===== config.mk =====
export PLATFORM = sky130hd
export DESIGN_NAME = wb_stage
export DESIGN_NICKNAME = d
export VERILOG_FILES = /design/src/rtl/wb_stage.sv
export SDC_FILE = /design/constraint.sdc
export NUM_CORES = 1
export LEC_CHECK = 0
export CORE_MARGIN = 8
export CORE_UTILIZATION = 25
export CTS_CLUSTER_DIAMETER = 100
export DETAILED_ROUTE_END_ITERATION = 12
export REMOVE_ABC_BUFFERS = 1
export SYNTH_ARGS = -nofsm -noshare
export SYNTH_HDL_FRONTEND = slang
export SYNTH_SLANG_ARGS = --single-unit

===== constraint.sdc =====
create_clock -name clk -period 2.5 [get_ports clk]
set_input_delay 0.5 -clock clk [delete_from_list [all_inputs] [get_ports clk]]
set_output_delay 0.5 -clock clk [all_outputs]
set_load 0.02 [all_outputs]

===== src/rtl/wb_stage.sv =====
// Writeback stage of the RV32 pipeline: MEM/WB register, writeback select,
// regfile write port, WB->EX forwarding, sticky halt and retired-instruction count.
module wb_stage #(
  parameter int INSTRET_WIDTH = 32
) (
  input  logic                     clk,
  input  logic                     rst,
  input  logic                     valid_in_wb,
  input  logic                     flush_in_wb,
  input  logic                     halt_in_wb,
  input  logic [31:0]              PC_in_wb,
  input  logic [31:0]              Instr_in_wb,
  input  logic [31:0]              ALUOutput_in_wb,
  input  logic [31:0]              LoadExtended_in_wb,
  input  logic [31:0]              Imm_in_wb,
  input  logic [1:0]               WBSel_in_wb,
  input  logic                     RWrEn_in_wb,
  output logic                     RWrEn_out_wb,
  output logic [4:0]               Rdst_out_wb,
  output logic [31:0]              RWrdata_out_wb,
  output logic                     fwd_valid_out_wb,
  output logic [4:0]               fwd_rd_out_wb,
  output logic [31:0]              fwd_data_out_wb,
  output logic                     halt_out_wb,
  output logic [INSTRET_WIDTH-1:0] instret_out_wb
);

  typedef enum logic {RUN = 1'b0, HALTED = 1'b1} state_t;

  state_t                   state;
  state_t                   state_next;
  logic                     valid_q;
  logic                     halt_q;
  logic                     rwren_q;
  logic [4:0]               rd_q;
  logic [1:0]               wbsel_q;
  logic [31:0]              pc_q;
  logic [31:0]              alu_q;
  logic [31:0]              load_q;
  logic [31:0]              imm_q;
  logic [INSTRET_WIDTH-1:0] instret_q;

  logic        halting;
  logic        freeze;
  logic        retire;
  logic        we;
  logic [31:0] wb_data;
  logic        unused_instr_bits;

  // Only the rd field of the instruction word matters here.
  assign unused_instr_bits = ^{Instr_in_wb[31:12], Instr_in_wb[6:0]};

  function automatic logic [31:0] wb_mux(
    input logic [1:0]  sel,
    input logic [31:0] alu,
    input logic [31:0] pc,
    input logic [31:0] load,
    input logic [31:0] imm
  );
    logic [31:0] r;
    case (sel)
      2'b00:   r = alu;
      2'b01:   r = pc + 32'd4;
      2'b10:   r = load;
      2'b11:   r = imm;
      default: r = alu;
    endcase
    return r;
  endfunction

  assign halting = valid_q & halt_q;
  // The register stops accepting inputs as soon as halt is visible, so the
  // halting instruction stays parked in WB.
  assign freeze  = (state == HALTED) | halting;
  assign retire  = valid_q & ~halt_q & (state == RUN);
  assign we      = retire & ~rwren_q & (rd_q != 5'd0);
  assign wb_data = wb_mux(wbsel_q, alu_q, pc_q, load_q, imm_q);

  assign RWrEn_out_wb     = ~we;
  assign Rdst_out_wb      = rd_q;
  assign RWrdata_out_wb   = wb_data;
  assign fwd_valid_out_wb = we;
  assign fwd_rd_out_wb    = rd_q;
  assign fwd_data_out_wb  = wb_data;
  assign halt_out_wb      = (state == HALTED) | halting;
  assign instret_out_wb   = instret_q;

  // Next-state logic: HALTED is sticky until reset.
  always_comb begin
    state_next = state;
    case (state)
      RUN: begin
        if (halting) begin
          state_next = HALTED;
        end else begin
          state_next = RUN;
        end
      end
      HALTED:  state_next = HALTED;
      default: state_next = RUN;
    endcase
  end

  // State register, MEM/WB pipeline register and retired-instruction counter.
  always_ff @(posedge clk) begin
    if (rst) begin
      state     <= RUN;
      valid_q   <= 1'b0;
      halt_q    <= 1'b0;
      rwren_q   <= 1'b0;
      rd_q      <= 5'd0;
      wbsel_q   <= 2'b00;
      pc_q      <= 32'd0;
      alu_q     <= 32'd0;
      load_q    <= 32'd0;
      imm_q     <= 32'd0;
      instret_q <= '0;
    end else begin
      state <= state_next;
      if (!freeze) begin
        valid_q <= valid_in_wb & ~flush_in_wb;
        halt_q  <= halt_in_wb & valid_in_wb & ~flush_in_wb;
        rwren_q <= RWrEn_in_wb;
        rd_q    <= Instr_in_wb[11:7];
        wbsel_q <= WBSel_in_wb;
        pc_q    <= PC_in_wb;
        alu_q   <= ALUOutput_in_wb;
        load_q  <= LoadExtended_in_wb;
        imm_q   <= Imm_in_wb;
      end
      if (retire) begin
        instret_q <= instret_q + INSTRET_WIDTH'(1);
      end
    end
  end

endmodule


## After elaboration in Yosys (flattened, before gate mapping)

Cells that the tools add are included.

| storage, ports and cells | value |
|---|---|
| flip-flop bits (word level) | 171 |
| bits in latches | 0 |
| bits in writable memories | 0 |
| memory bits (read-only) | 0 |
| bits of input ports | 168 |
| output and inout bits | 109 |
| memories | 0 |

| operators by class | value |
|---|---|
| add/subtract/negate cells | 2 |
| multiply operators | 0 |
| divide/modulo/power cells | 0 |
| $lt $le $gt $ge | 0 |
| equal/unequal tests | 3 |
| shift-type cells | 0 |
| muxes and demuxes | 3 |
| bitwise gates (word level) | 14 |
| reduce and logical (&&, ||, !) cells | 2 |

Operators by type and width:

| kind | count |
|---|---|
| case mux 32 bit (4 select lines) | 1 |
| adder 32 x 1 -> 32 bit (second input constant) | 1 |
| adder 32 x 3 -> 32 bit (second input constant) | 1 |
| bitwise AND 1 bit | 8 |
| NOT 1 bit | 5 |
| nonzero test 5 bit | 1 |
| equality test 2 bit (second input constant) | 2 |
| equality test 2 x 1 -> 1 bit (second input constant) | 1 |
| zero test 2 bit | 1 |
| case mux 1 bit (2 select lines) | 1 |
| two-way mux 1 bit | 1 |
| OR 1 bit | 1 |

## Longest topological paths before layout

| logic depth | value |
|---|---|
| depth in word-level cells | 6 |
| mapped depth | 8 |

## Worst setup path before layout

No wires, ideal clock.

| timing | value |
|---|---|
| kind | register to output |
| start | register pc_q[2] |
| end | output fwd_data_out_wb[12] |
| arrival | 1.960 ns |
| required time | 2.000 ns |
| slack | 0.040 ns |
| stages on the path, launching flop included | 9 |
| path buffers | 2 |
| cell sequence | dfxtp_1 ha_1 nand3_1 nor2_1 buf_2 nand4_1 xnor2_1 mux4_2 buf_4 |

| between the ends | value |
|---|---|
| cells in the longest elaborated chain, start to end | 2 |

RTL lines:

| element | RTL line | RTL |
|---|---|---|
| start: declaration | 37 | `logic [31:0] pc_q;` |
| start signal: assignment | 126 | `pc_q <= PC_in_wb;` |
| adder 32 x 3 -> 32 bit | 63 | `2'b01: r = pc + 32'd4;` |
| case mux 32 bit (4 select lines) | 61 | `case (sel)` |
| end: declaration | 23 | `output logic [31:0] fwd_data_out_wb,` |

Every way passes these cells.

## Final worst setup path

| timing | value |
|---|---|
| start | register pc_q[2] |
| end | output RWrdata_out_wb[17] |

| between the ends | value |
|---|---|
| cells in the longest elaborated chain, start to end | 2 |

RTL lines:

| element | RTL line | RTL |
|---|---|---|
| adder 32 x 3 -> 32 bit | 63 |  |
| case mux 32 bit (4 select lines) | 61 |  |
| end: declaration | 20 | `output logic [31:0] RWrdata_out_wb,` |

Every way passes these cells.

==> metrics.md <==
| Metric | Value |
|---|---|
| Run status | complete, but fails checks |
| Failing checks | setup timing |
| Largest net degree at the start of global routing | 140 |
| Synthesized cell area | 0.00787 mm² |
| Vias in the first global route | around 7300 |
| Initial antenna violation count | 5 |
| Drt via density | roughly 4.5 |
| Synth Area in Adders | 0.318% |
| Maximum vdd drop | just over 0.0004 V |
| Cell Chain, Critical Path | nand4_1 > nor2_4 > buf_12 > nand4_1 > xnor2_2 > mux4_2 > buf_2 |
| RSZ-0062 raised after global routing | true |
| Placed cells | between 1500 and 2000 |
| Element type at the critical path end | output port |
| Nets | 1343 |
| Pins over their slew limit | 0 |
| DP Wirelength | ~17 mm |
| Final hold violation count | 0 |
| Slew margin rel. | roughly 53% |
| Vias | 7123 |
| FP Rows | 65 |
| Critical-path cell with the highest stage delay | mux4_2 |
| Post-Synth Simple-Gate Area | about a quarter |
| Post-Syn Instances | ~940 |
| Core ar. | between 0.03 and 0.04 mm² |
| Non-filler cells, final | between 1500 and 2000 |
| Root buffer cell | clkbuf_16 |
| Clock tree buffer depth | 2 |
| Worst-path clk slew | ~0.070 ns |
| Worst Setup Start Kind | flop |
| Sequential power share | between 40 and 50% |
| Setup Crit Path Kind | flop to output port |
| # setup viols final | 52 |
| Combinational Power Share | roughly 16% |
| Switching Fraction | between 20% and 30% |
| Data arrival, critical path | ~2.3 ns |
| Gpl congestion | about 0.76 |
| Top cell by count, worst path | nand4_1 |
| CP Data Required Time | roughly 2.0 ns |
| Die area | 0.0374 mm² |
| Detail Route Antenna Nets | 0 |
| Skew final | between 0.01 and 0.015 ns |
| Ys Warns | 0 |
| DRT iter0 DRCs | roughly 290 |
| DR DRC count | 0 |
| Worst-margin pin slew | between 0.7 and 0.8 ns |
| Peak Freq | ~360 MHz |
| Post-Route Utilization | 37.4% |
| PortBufs | approximately 250 |
| TritonCTS clock tree | yes |
| Combinational family with the most area after synthesis | simple AND/OR/NAND/NOR gates |
| First-pass GRT wire length | about 40 mm |
| Crit path max fanout | 8 |
| Area Growth Syn to Fin | 48.9% |
| Distinct cells, synth | 40 |
| P_int | roughly 4.9 mW |
| Register area share after synthesis | between 40% and 50% |
| DIE WIDTH | ~190 µm |
| Setup ws final | -0.283 ns |
| Mux contribution to synthesized area | 8.72% |
| Htree depth | 4 |
| Layout cells sized above 1 | 19.5% |
| Drt pass-1 iters | 4 |
| Fin crit share | 111% |
| Synth Area in Compound Gates | 9.94% |
| Largest stage delay on the critical path | just under 0.5 ns |
| Max_cap viols | 0 |
| PD cells | about 570 mW/mm² |
| Place WS | -0.407 ns |
| Mean routed wirelength per cell | approximately 16 µm |
| Drt total wl | roughly 25 mm |
| Die height | between 150 and 200 µm |
| Total power | roughly 6.6 mW |
| Synthesized area per cell | ~8.3 µm² |
| Initial core utilization | between 20% and 30% |
| Final min period | between 2 and 3 ns |
| Synth Register Bits | between 150 and 200 |
| Type of the most critical hold path | flop to flop |
| Overflow after GRT | 0 |
| Inserted Clock Buffers | 17 |
| # clock sinks | 171 |
| # hold bufs at CTS | 0 |
| Worst-Skew Late Latency | between 0.4 and 0.5 ns |
| Overall Global Routing Usage | around an eighth |
| Leak pwr | between 4 and 5 nW |
| I/O pin cnt | between 200 and 300 |
| Clock Power Share | 39.8% |
| Sw power | ~1.7 mW |
| Xor/xnor share of the synthesized area | between 6 and 7% |
[critical path: cells and delay by family (launching register included)]
| family | cells | cell delay, ns |
|---|---|---|
| multiplexers | 1 | 0.49 |
| XOR/XNOR | 1 | 0.17 |
| AND/OR/NAND/NOR | 3 | 0.49 |
| flip-flops | 1 | 0.37 |
| buffers and inverters | 2 | 0.32 |
[per-layer routing]
layer | vias to the layer above | share of wire [%] | global-route usage (%)
met4 | 8 | 1.1 | 3.25
met3 | 21 | 6.9 | 5.15
met1 | 3352 | 45 | 16.2
met5 | - | 0.22 | 0
met2 | 164 | 47 | 21.9
li1 | 3578 | - | -
[power by group through the flow]
stage	clock (mW)	sequential, mW	combinational [mW]
6_report	2.65	2.93	1.07
4_1_cts	2.76	2.93	1.06
3_3_place_gp	0	2.99	1.06
5_1_grt	2.88	2.95	1.14
3_5_place_dp	0	2.99	1.07
2_1_floorplan	0	3.01	0.405
[state kept, by name, indices dropped and copies added (netlist names)]
signal          cells
pc_q               32
imm_q              32
halt_q              1
state               1
Rdst_out_wb         5
rwren_q             1
valid_q             1
alu_q              32
wbsel_q             2
instret_out_wb     32
load_q             32
[final cells by class]
| type | instances | area, µm² |
|---|---|---|
| Fill cell | 3204 | 19600 |
| Multi-Input combinational cell | 656 | 4040 |
| Sequential cell | 171 | 3450 |
| Timing Repair Buffer | 313 | 3080 |
| Tap cell | 402 | 503 |
| Clock buffer | 20 | 467 |
| Clock inverter | 12 | 115 |
| Inverter | 14 | 55.1 |
| Antenna cell | 2 | 5.00 |
[final timing paths]
| check | to | depth (start not counted) | startpoint | slack (ns) |
|---|---|---|---|---|
| worst max-delay path | RWrdata_out_wb[17] | 7 | pc_q[2] | -0.28 |
| worst min-delay path | load_q[14] | 2 | load_q[14] | 0.45 |
| worst max register to register | instret_out_wb[31] | 5 | instret_out_wb[7] | 0.63 |
| worst min register to register | load_q[14] | 2 | load_q[14] | 0.45 |
[kinds of logic (layout without fill, tap and decap cells)]
logic type | Yosys count | in the layout
other | 0 | 2
AO/OA/AOI/OAI | 153 | 153
XOR/XNOR | 56 | 56
adder cells (fa/ha/maj) | 2 | 2
flip-flops | 171 | 171
multiplexers | 31 | 31
AND/OR/NAND/NOR | 414 | 414
buffers and inverters | 117 | 359
[placed cells by master (no fill, tap or decap), types with 10 or more instances in the layout]
master,Yosys,layout
xor2_1,17,16
a21oi_1,144,143
nor2_1,39,35
nand4_1,20,20
buf_6,3,46
inv_1,14,13
mux4_2,30,30
buf_2,7,18
dfxtp_2,0,10
clkdlybuf4s50_1,0,183
nand3_1,17,12
clkbuf_16,0,17
dfxtp_1,171,158
nand2_1,291,289
nor3_1,14,13
buf_4,38,45
xnor2_1,39,33
[repair_timing]
action,4_1_cts,5_1_grt
pin swaps,14,11
buffers inserted,3,10
gates resized for setup,332,33
endpoints found under the setup margin,65,56
[metrics by stage]
step	instance area (µm²)	hold slack, ns	setup TNS, ns
6_report	11700	0.452	-9.55
3_3_place_gp	10800	0.438	-11.44
3_5_place_dp	10800	0.445	-12.17
5_1_grt	11700	0.467	-15.99
2_1_floorplan	7290	0.425	-1116.42
4_1_cts	11500	0.453	-11.80
[cells in the mapped netlist (all sizes together)]
cell type / count / share of area [%]
and4bb: 1 / 0.16
o21bai: 2 / 0.19
clkbuf: 53 / 2.7
nand2b: 1 / 0.080
a31oi: 2 / 0.16
and4: 8 / 0.92
nand3b: 1 / 0.095
a21oi: 144 / 9.2
ha: 2 / 0.32
mux2i: 1 / 0.13
nor3: 14 / 0.89
a22oi: 2 / 0.19
nor4: 3 / 0.51
nor3b: 2 / 0.33
o21ai: 2 / 0.13
nand2: 291 / 14
dfxtp: 171 / 44
and3: 6 / 0.48
xnor2: 39 / 4.3
nor2b: 1 / 0.080
nand3: 17 / 1.1
mux4: 30 / 8.6
a31o: 1 / 0.11
nand4: 23 / 2.4
buf: 50 / 4.6
and2: 5 / 0.40
inv: 14 / 0.67
nor2: 39 / 1.9
or3: 2 / 0.16
xor2: 17 / 1.9
No activity file was read; power rests on OpenSTA's default activity.
